--- src/rtl/if_fetch_unit.sv ---
// Instruction fetch front-end: owns the fetch PC, issues in-order req/gnt/rvalid
// requests and buffers returned words with their PCs for the IF/ID register.
`ifndef ISA_NOP
`define ISA_NOP 32'h0000_0013
`endif

module if_fetch_unit #(
    parameter int unsigned FIFO_DEPTH = 2,
    parameter logic [31:0] RESET_PC   = 32'h0000_0000
) (
    input  logic        clk,
    input  logic        reset,
    output logic        mem_req,
    output logic [31:0] mem_addr,
    input  logic        mem_gnt,
    input  logic        mem_rvalid,
    input  logic [31:0] mem_rdata,
    input  logic        stall,
    input  logic        flush,
    input  logic [31:0] new_pc,
    input  logic        br_taken,
    input  logic [31:0] br_addr,
    output logic [31:0] fe_pc,
    output logic [31:0] fe_insn,
    output logic        fe_valid,
    output logic        busy
);

    localparam int unsigned CW       = $clog2(FIFO_DEPTH + 1);
    localparam int unsigned PW       = (FIFO_DEPTH > 1) ? $clog2(FIFO_DEPTH) : 1;
    localparam logic [31:0] START_PC = {RESET_PC[31:2], 2'b00};
    localparam logic [CW:0] DEPTH_W  = (CW + 1)'(FIFO_DEPTH);
    localparam logic [PW-1:0] LAST_PTR = PW'(FIFO_DEPTH - 1);

    logic [31:0]   fetch_pc;
    logic [31:0]   resp_pc;
    logic [CW-1:0] outstanding;
    logic [CW-1:0] drop_cnt;
    logic [CW-1:0] fifo_count;
    logic [CW-1:0] outstanding_next;
    logic [PW-1:0] rd_ptr;
    logic [PW-1:0] wr_ptr;
    logic [31:0]   pc_mem   [FIFO_DEPTH];
    logic [31:0]   insn_mem [FIFO_DEPTH];

    logic        redirect;
    logic [31:0] target;
    logic        credit_ok;
    logic        issue;
    logic        push;
    logic        pop;

    function automatic logic [PW-1:0] next_ptr(input logic [PW-1:0] ptr);
        return (ptr == LAST_PTR) ? '0 : ptr + PW'(1);
    endfunction

    assign redirect  = flush | br_taken;
    assign target    = (flush ? new_pc : br_addr) & ~32'h3;
    assign credit_ok = ({1'b0, outstanding} + {1'b0, fifo_count}) < DEPTH_W;
    assign mem_req   = reset && !redirect && credit_ok;
    assign mem_addr  = fetch_pc;
    assign issue     = mem_req && mem_gnt;
    assign push      = mem_rvalid && !redirect && (drop_cnt == '0);
    assign fe_valid  = (fifo_count != '0);
    assign pop       = fe_valid && !stall && !redirect;
    assign fe_pc     = fe_valid ? pc_mem[rd_ptr] : '0;
    assign fe_insn   = fe_valid ? insn_mem[rd_ptr] : `ISA_NOP;
    assign busy      = (outstanding != '0);

    assign outstanding_next = outstanding + CW'(issue) - CW'(mem_rvalid);

    always_ff @(posedge clk or negedge reset) begin
        if (!reset) begin
            fetch_pc    <= START_PC;
            resp_pc     <= START_PC;
            outstanding <= '0;
            drop_cnt    <= '0;
            fifo_count  <= '0;
            rd_ptr      <= '0;
            wr_ptr      <= '0;
        end else begin
            outstanding <= outstanding_next;
            if (redirect) begin
                // Every request still in flight after this edge is stale, including
                // ones already marked for dropping, so the count is taken afresh.
                fetch_pc   <= target;
                resp_pc    <= target;
                drop_cnt   <= outstanding_next;
                fifo_count <= '0;
                rd_ptr     <= '0;
                wr_ptr     <= '0;
            end else begin
                if (issue) fetch_pc <= fetch_pc + 32'd4;
                if (mem_rvalid && (drop_cnt != '0)) drop_cnt <= drop_cnt - CW'(1);
                if (push) begin
                    wr_ptr  <= next_ptr(wr_ptr);
                    resp_pc <= resp_pc + 32'd4;
                end
                if (pop) rd_ptr <= next_ptr(rd_ptr);
                fifo_count <= fifo_count + CW'(push) - CW'(pop);
            end
        end
    end

    always_ff @(posedge clk) begin
        if (push) begin
            pc_mem[wr_ptr]   <= resp_pc;
            insn_mem[wr_ptr] <= mem_rdata;
        end
    end

    // The issue credit covers every FIFO slot, so a push can never meet a full FIFO.
    always_ff @(posedge clk) begin
        if (reset) assert (!(push && ({1'b0, fifo_count} == DEPTH_W)));
    end

endmodule
--- config.mk ---
export PLATFORM = sky130hd
export DESIGN_NAME = if_fetch_unit
export DESIGN_NICKNAME = d
export VERILOG_FILES = /design/src/rtl/if_fetch_unit.sv
export SDC_FILE = /design/constraint.sdc
export NUM_CORES = 1
export LEC_CHECK = 0
export CAP_MARGIN = 10
export CORE_ASPECT_RATIO = 0.5
export CORE_UTILIZATION = 51
export CTS_CLUSTER_SIZE = 28
export DETAILED_ROUTE_END_ITERATION = 16
export GPL_ROUTABILITY_DRIVEN = 0
export HOLD_SLACK_MARGIN = 0.06
export PLACE_DENSITY = 0.77
export SKIP_LAST_GASP = 1
export SLEW_MARGIN = 20
export SYNTH_ARGS = -nofsm -noshare
export SYNTH_HDL_FRONTEND = slang
export SYNTH_SLANG_ARGS = --single-unit
--- constraint.sdc ---
create_clock -name clk -period 5.15 [get_ports clk]
set_clock_uncertainty 0.05 [all_clocks]
set_input_delay 1.03 -clock clk [delete_from_list [all_inputs] [get_ports clk]]
set_output_delay 1.03 -clock clk [all_outputs]
set_load 0.03 [all_outputs]
==> out/results.txt, run 1 <==
via count -> 7,368
core area -> 17,500 µm²
placed cell area -> 11,400 µm²
register share of total power -> 48.7%
Pleak -> 4.19 nW
setup bufs post-CTS -> 0
Synth-to-Final Area Change -> 30.2%
port bufs -> 193
Synth Warn # -> 0
post-layout min period -> 4.02 ns
Routed WL -> 24.2 mm
synthesized instance count -> 820
Worst Hold Class -> flop to flop
crit path from -> flush
WHS -> 0.491 ns
max-slew violations -> 0
largest net degree at the start of global routing -> 69
critical path class -> primary input to output port
count leader, synth -> edfxtp_1
clock power share -> 34.7%
P_sw -> 1.14 mW
Final Cell Area -> 12,000 µm²
CTS H-tree depth -> 4
remaining antenna violation count -> 0
cell taking the most area after synthesis -> edfxtp_1
worst r2r src -> fifo_count[0]
Async SR Flop Fraction -> 35.4%
PD cells -> 324 nW/µm²
Root Driver -> clkbuf_16
Worst setup EP type -> output port
Power Internal -> 2.75 mW
Max Cap Viol -> 0
die area -> 18,600 µm²
DR pass1 iterations -> 6
Top FF cell, synth -> edfxtp_1
Synth top cells by count -> edfxtp_1 (124), nor2_1 (89), a21oi_1 (71)
post-DP HPWL -> 16.4 mm
number of synthesized flops with an enable pin -> 124
#FFs+latches synth -> 192
Seq/Total Area, Yosys -> 58.9%
post-CTS sizing -> 0
Vias/cell -> 5.90
arrival time worst endpoint -> 2.94 ns
fmax -> 0.249 GHz
sw frac -> 29.4%
Worst Path Required -> 4.07 ns
Die Wd -> 192 µm
Worst-Skew Late Latency -> 0.42 ns
layout cell share with drive strength beyond 1 -> 7.10%
total CTS buffers -> 17
clk sinks -> 192
area of the multi-input gates -> 3550 µm²
Worst setup SP type -> primary input
register area -> 5430 µm²
hold_buf cts -> 0
Nets -> 1,112
Max-slew headroom -> 26.2%
drt drc -> 0
die height -> 97.0 µm
placed cell count -> 1,216
Non-Filler Instances -> 1,248
combinational fraction of design power -> 16.6%
RSZ-0062 raised after global routing -> false
status -> completed
Congestion Overflow GR -> 0
I/O pins -> 202
Yosys cell types -> 58
ANT cells -> 0
final hold violations -> 0
worst vdd ir -> 0.000292 V
vias in the first global route -> 7,280
Overall Global Routing Usage -> 26.8%
Worst-path clk slew -> 0.08 ns
num rows -> 34
first-pass GRT wire length -> 38.5 mm
setup violators final -> 0
crit share post-route -> 78.0%
fill count -> 1,328
synth top area cells -> edfxtp_1 (40%), dfrtp_1 (18%), mux2i_1 (6.7%)
DR WL/cell -> 19.4 µm
Avg Cell Area, Syn -> 11.2 µm²
antenna violations before repair -> 0
initial core utilization -> 52.6%
CTS max path bufs -> 2
CTS tree -> yes
Setup TNS Final -> 0 ns
Synth top area share -> 40.4%
cell area after synthesis -> 9210 µm²
critical path peak fanout -> 2
Final Power -> 3.89 mW
worst slew pin tran -> 1.11 ns
worst hold start -> resp_pc[29]
Iter 0 DRT Violations -> 590
-- worst max-delay path, stage by stage --
cell and delay, ns:
clkdlybuf4s50_1 0.46, or2_2 0.36, nor4b_1 0.34, clkdlybuf4s50_1 0.75
-- worst paths after layout --
path                            endpoint  slack [ns]  depth (start not counted)
max in group asynchronous         rd_ptr        3.57                          2
hold / removal             pc_mem[1][29]        0.49                          0
setup reg to reg            mem_addr[11]        2.13                          6
min in group asynchronous         rd_ptr        0.83                          2
hold reg to reg            pc_mem[1][29]        0.49                          0
setup / recovery                 mem_req        1.13                          4
-- state kept, by name (all words and copies together), names as in the netlist --
name,cells
wr_ptr,1
rd_ptr,1
fifo_count,2
mem_addr,30
insn_mem,64
drop_cnt,2
resp_pc,30
outstanding,2
pc_mem,60
-- power by group through the flow --
stage | combinational [mW] | clock (mW) | sequential (mW)
6_report | 0.648 | 1.35 | 1.89
3_5_place_dp | 0.633 | 0 | 1.92
3_3_place_gp | 0.617 | 0 | 1.91
4_1_cts | 0.643 | 1.37 | 1.89
5_1_grt | 0.700 | 1.43 | 1.91
2_1_floorplan | 0.326 | 0 | 1.93
-- kinds of logic (layout without fill, tap and decap cells) --
logic type / Yosys count / after routing / synth area share (%)
fa+ha+maj: 8 / 8 / 1.17
compound gates: 185 / 185 / 12.1
xor+xnor: 19 / 19 / 1.81
mux: 62 / 62 / 6.74
simple gates: 290 / 290 / 16.4
buf+inv: 63 / 254 / 2.91
other cells: 1 / 4 / 0.0407
flops: 192 / 192 / 58.9
-- cells in the final DEF (no fill, tap or decap), types with 12 or more instances in the layout --
cell,count
a21oi_1,71
a2bb2oi_1,12
a31oi_1,14
and2_1,19
and3_1,17
clkbuf_16,17
clkdlybuf4s50_1,192
dfrtp_1,67
edfxtp_1,124
inv_1,19
mux2i_1,62
nand2_1,64
nand3_1,24
nand4_1,25
nor2_1,85
nor3_1,12
o21ai_0,44
xnor2_1,14
-- layout make-up --
cell class,instances,share of cell area (%)
well taps,234,2.44
inverters,19,0.594
clock inverters,14,1.51
clock buffers,18,3.58
multi-input cells,568,29.6
repair buffers,203,17.0
flip-flops and latches,192,45.3
-- routing by layer --
layer	up-vias	share of wire (%)	wire length (µm)	GRT usage, %
met1	3527	45	10800	39.3
met4	0	1.7	401	7.93
met2	389	46	11000	41.3
met3	55	8.1	1970	4.21
li1	3397	-	-	-
met5	-	0	0	0
-- per-stage QoR --
step	worst slack, ns	util [%]
after floorplan	0.169	-
after global placement	1.16	64.9
after detailed placement	1.16	64.9
after CTS	1.16	68.4
after global routing	1.07	68.4
final	1.13	68.4
Power figures use the tool's default switching activity.
==> inputs of run 2 (changes only) <==
==> constraint.sdc (replaced) <==
create_clock -name clk -period 3.85 [get_ports clk]
set_clock_uncertainty 0.05 [all_clocks]
set_input_delay 0.77 -clock clk [delete_from_list [all_inputs] [get_ports clk]]
set_output_delay 0.77 -clock clk [all_outputs]
set_load 0.03 [all_outputs]
==> run 2 against run 1 <==
  * Routed wire length up 0.21%
  * Global-route usage down 0.32 points
  * Register-to-register slack worse by 1.2 ns
  * Die area unchanged
  * Critical path type is now flop to output port
==> out/results.txt, run 2 (synthesized netlist as in run 1, its figures left out) <==
status -> completed
CTS tree -> yes
Max Cap Viol -> 0 (unchanged)
setup violators final -> 0 (unchanged)
I/O pins -> 202 (unchanged)
Setup TNS Final -> 0 ns (unchanged)
Worst-Skew Late Latency -> 0.43 ns (about the same)
post-DP HPWL -> 16.9 mm (+3.1%)
crit path cell chain -> buf_4 > mux2i_1 > nor2_1 > clkdlybuf4s50_1
Congestion Overflow GR -> 0 (unchanged)
largest net degree at the start of global routing -> 69 (unchanged)
CTS max path bufs -> 2 (unchanged)
Overall Global Routing Usage -> 26.5% (-0.32 points)
antenna violations before repair -> 0 (unchanged)
ANT cells -> 0 (unchanged)
via count -> 7,490 (+1.7%)
clk sinks -> 192 (unchanged)
core area -> 17,500 µm² (unchanged)
commonest cells after routing, fill and taps aside -> clkdlybuf4s50_1 (191), edfxtp_1 (124), nor2_1 (86)
remaining antenna violation count -> 0 (unchanged)
worst slew pin tran -> 0.892 ns (-0.214 ns)
arrival time worst endpoint -> 2.62 ns (-0.32 ns)
critical path class -> flop to output port
crit share post-route -> 89.3%
hold_buf cts -> 0 (unchanged)
WHS -> 0.507 ns (+0.0163 ns)
Final Cell Area -> 12,100 µm² (+0.68%)
Worst Hold Class -> flop to flop
max reg flops -> 64 (unchanged)
placed cell area -> 11,500 µm² (+0.88%)
RSZ-0062 raised after global routing -> false
layout cell share with drive strength beyond 1 -> 8.19% (+1.1 points)
DR pass1 iterations -> 5 (-1)
drt drc -> 0 (unchanged)
Top Registers -> insn_mem x64, pc_mem x60
Pleak -> 4.25 nW (+1.4%)
Max stage delay on crit path -> 0.87 ns (+0.12 ns)
Vias/cell -> 5.94 (+0.69%)
DR WL/cell -> 19.3 µm (-0.74%)
PD cells -> 430 nW/µm² (+32%)
first-pass GRT wire length -> 38.1 mm (-1.3%)
initial core utilization -> 52.6% (unchanged)
Synth-to-Final Area Change -> 31.1%
worst r2r src -> fifo_count[0]
Iter 0 DRT Violations -> 495 (-16%)
Worst Path Required -> 3.03 ns (-1.04 ns)
setup bufs post-CTS -> 0 (unchanged)
critical path peak fanout -> 40 (+38)
final hold violations -> 0 (unchanged)
worst hold start -> outstanding[0]
Worst setup SP type -> flop
Worst-path clk slew -> 0.07 ns (about the same)
most flop-heavy register -> insn_mem
commonest non-fill, non-tap cell in the layout -> clkdlybuf4s50_1
crit path from -> rd_ptr
post-layout min period -> 3.44 ns
slowest library cell on the worst path -> dfrtp_4
num rows -> 34 (unchanged)
Die Wd -> 192 µm (unchanged)
die height -> 97.0 µm (unchanged)
worst vdd ir -> 0.000367 V (+26%)
die area -> 18,600 µm² (unchanged)
fmax -> 0.291 GHz
Nets -> 1,124 (+1.1%)
port bufs -> 193 (unchanged)
max-slew violations -> 0 (unchanged)
Max-slew headroom -> 40.5% (+14 points)
vias in the first global route -> 7,228 (-0.71%)
Worst setup EP type -> output port
post-CTS sizing -> 0 (unchanged)
total CTS buffers -> 17 (unchanged)
DP Worst Slack -> 0.593 ns (-0.563 ns)
Root Driver -> clkbuf_16
Routed WL -> 24.3 mm (+0.21%)
CTS H-tree depth -> 4 (unchanged)
setup ws final -> 0.413 ns (-0.721 ns)
[run 2: cell count changes in the layout (fill, tap and decap cells not counted), sizes merged]
cell           previous run  this run
inv                      28        27
clkdlybuf4s50           192       191
clkinv                    4         5
buf                      11        24
[run 2: stage by stage]
stage | instances | total power [mW] | util [%]
finish | 1260 | 5.19 | 68.9
global route | 1260 | 5.38 | 68.9
global placement | 1228 | 3.39 | 65.5
detailed placement | 1228 | 3.43 | 65.5
CTS | 1260 | 5.20 | 68.9
floorplan | 823 | 3.02 | -
[run 2: final timing paths]
path                                  end  slack [ns]  cells after the start
setup reg to reg              drop_cnt[1]        0.92                     11
hold reg to reg            outstanding[0]        0.51                      1
max in group asynchronous          rd_ptr        2.50                      2
hold / removal             outstanding[0]        0.51                      1
setup / recovery              fe_insn[18]        0.41                      4
min in group asynchronous     resp_pc[19]        0.60                      2
[run 2: area by class of cell]
class,count,area (µm²)
inverters,19,71.3
multi-input cells,568,3550
flip-flops and latches,192,5430
fillers,1312,5450
well taps,234,293
repair buffers,215,2140
clock inverters,14,165
clock buffers,18,429
[run 2: metal layers]
metal | routed length (µm) | GRT usage, %
met4 | 414 | 7.93
met2 | 11100 | 40.7
met5 | 0 | 0
met3 | 2040 | 5.73
met1 | 10700 | 37.9
[run 2: power by group]
part / switching (mW) / leakage [nW] / internal, mW
registers: 0.175 / 1.99 / 2.36
logic: 0.490 / 1.96 / 0.385
clock network: 0.849 / 0.293 / 0.931
[run 2: worst max-delay path, delay by kind of cell, from the launching register on]
family                 cells  cell delay, ns
flip-flops                 1            0.87
AND/OR/NAND/NOR            1            0.11
multiplexers               1            0.13
buffers and inverters      2            1.07
==> inputs of run 3 (changes only) <==
--- a/config.mk
+++ b/config.mk
@@ -8,7 +8,7 @@
 export CAP_MARGIN = 10
 export CORE_ASPECT_RATIO = 0.5
 export CORE_UTILIZATION = 51
-export CTS_CLUSTER_SIZE = 28
+export CTS_CLUSTER_SIZE = 16
 export DETAILED_ROUTE_END_ITERATION = 16
 export GPL_ROUTABILITY_DRIVEN = 0
 export HOLD_SLACK_MARGIN = 0.06
==> results of run 3 <==
Final layout, timing and power as in run 2 (identical DEF).
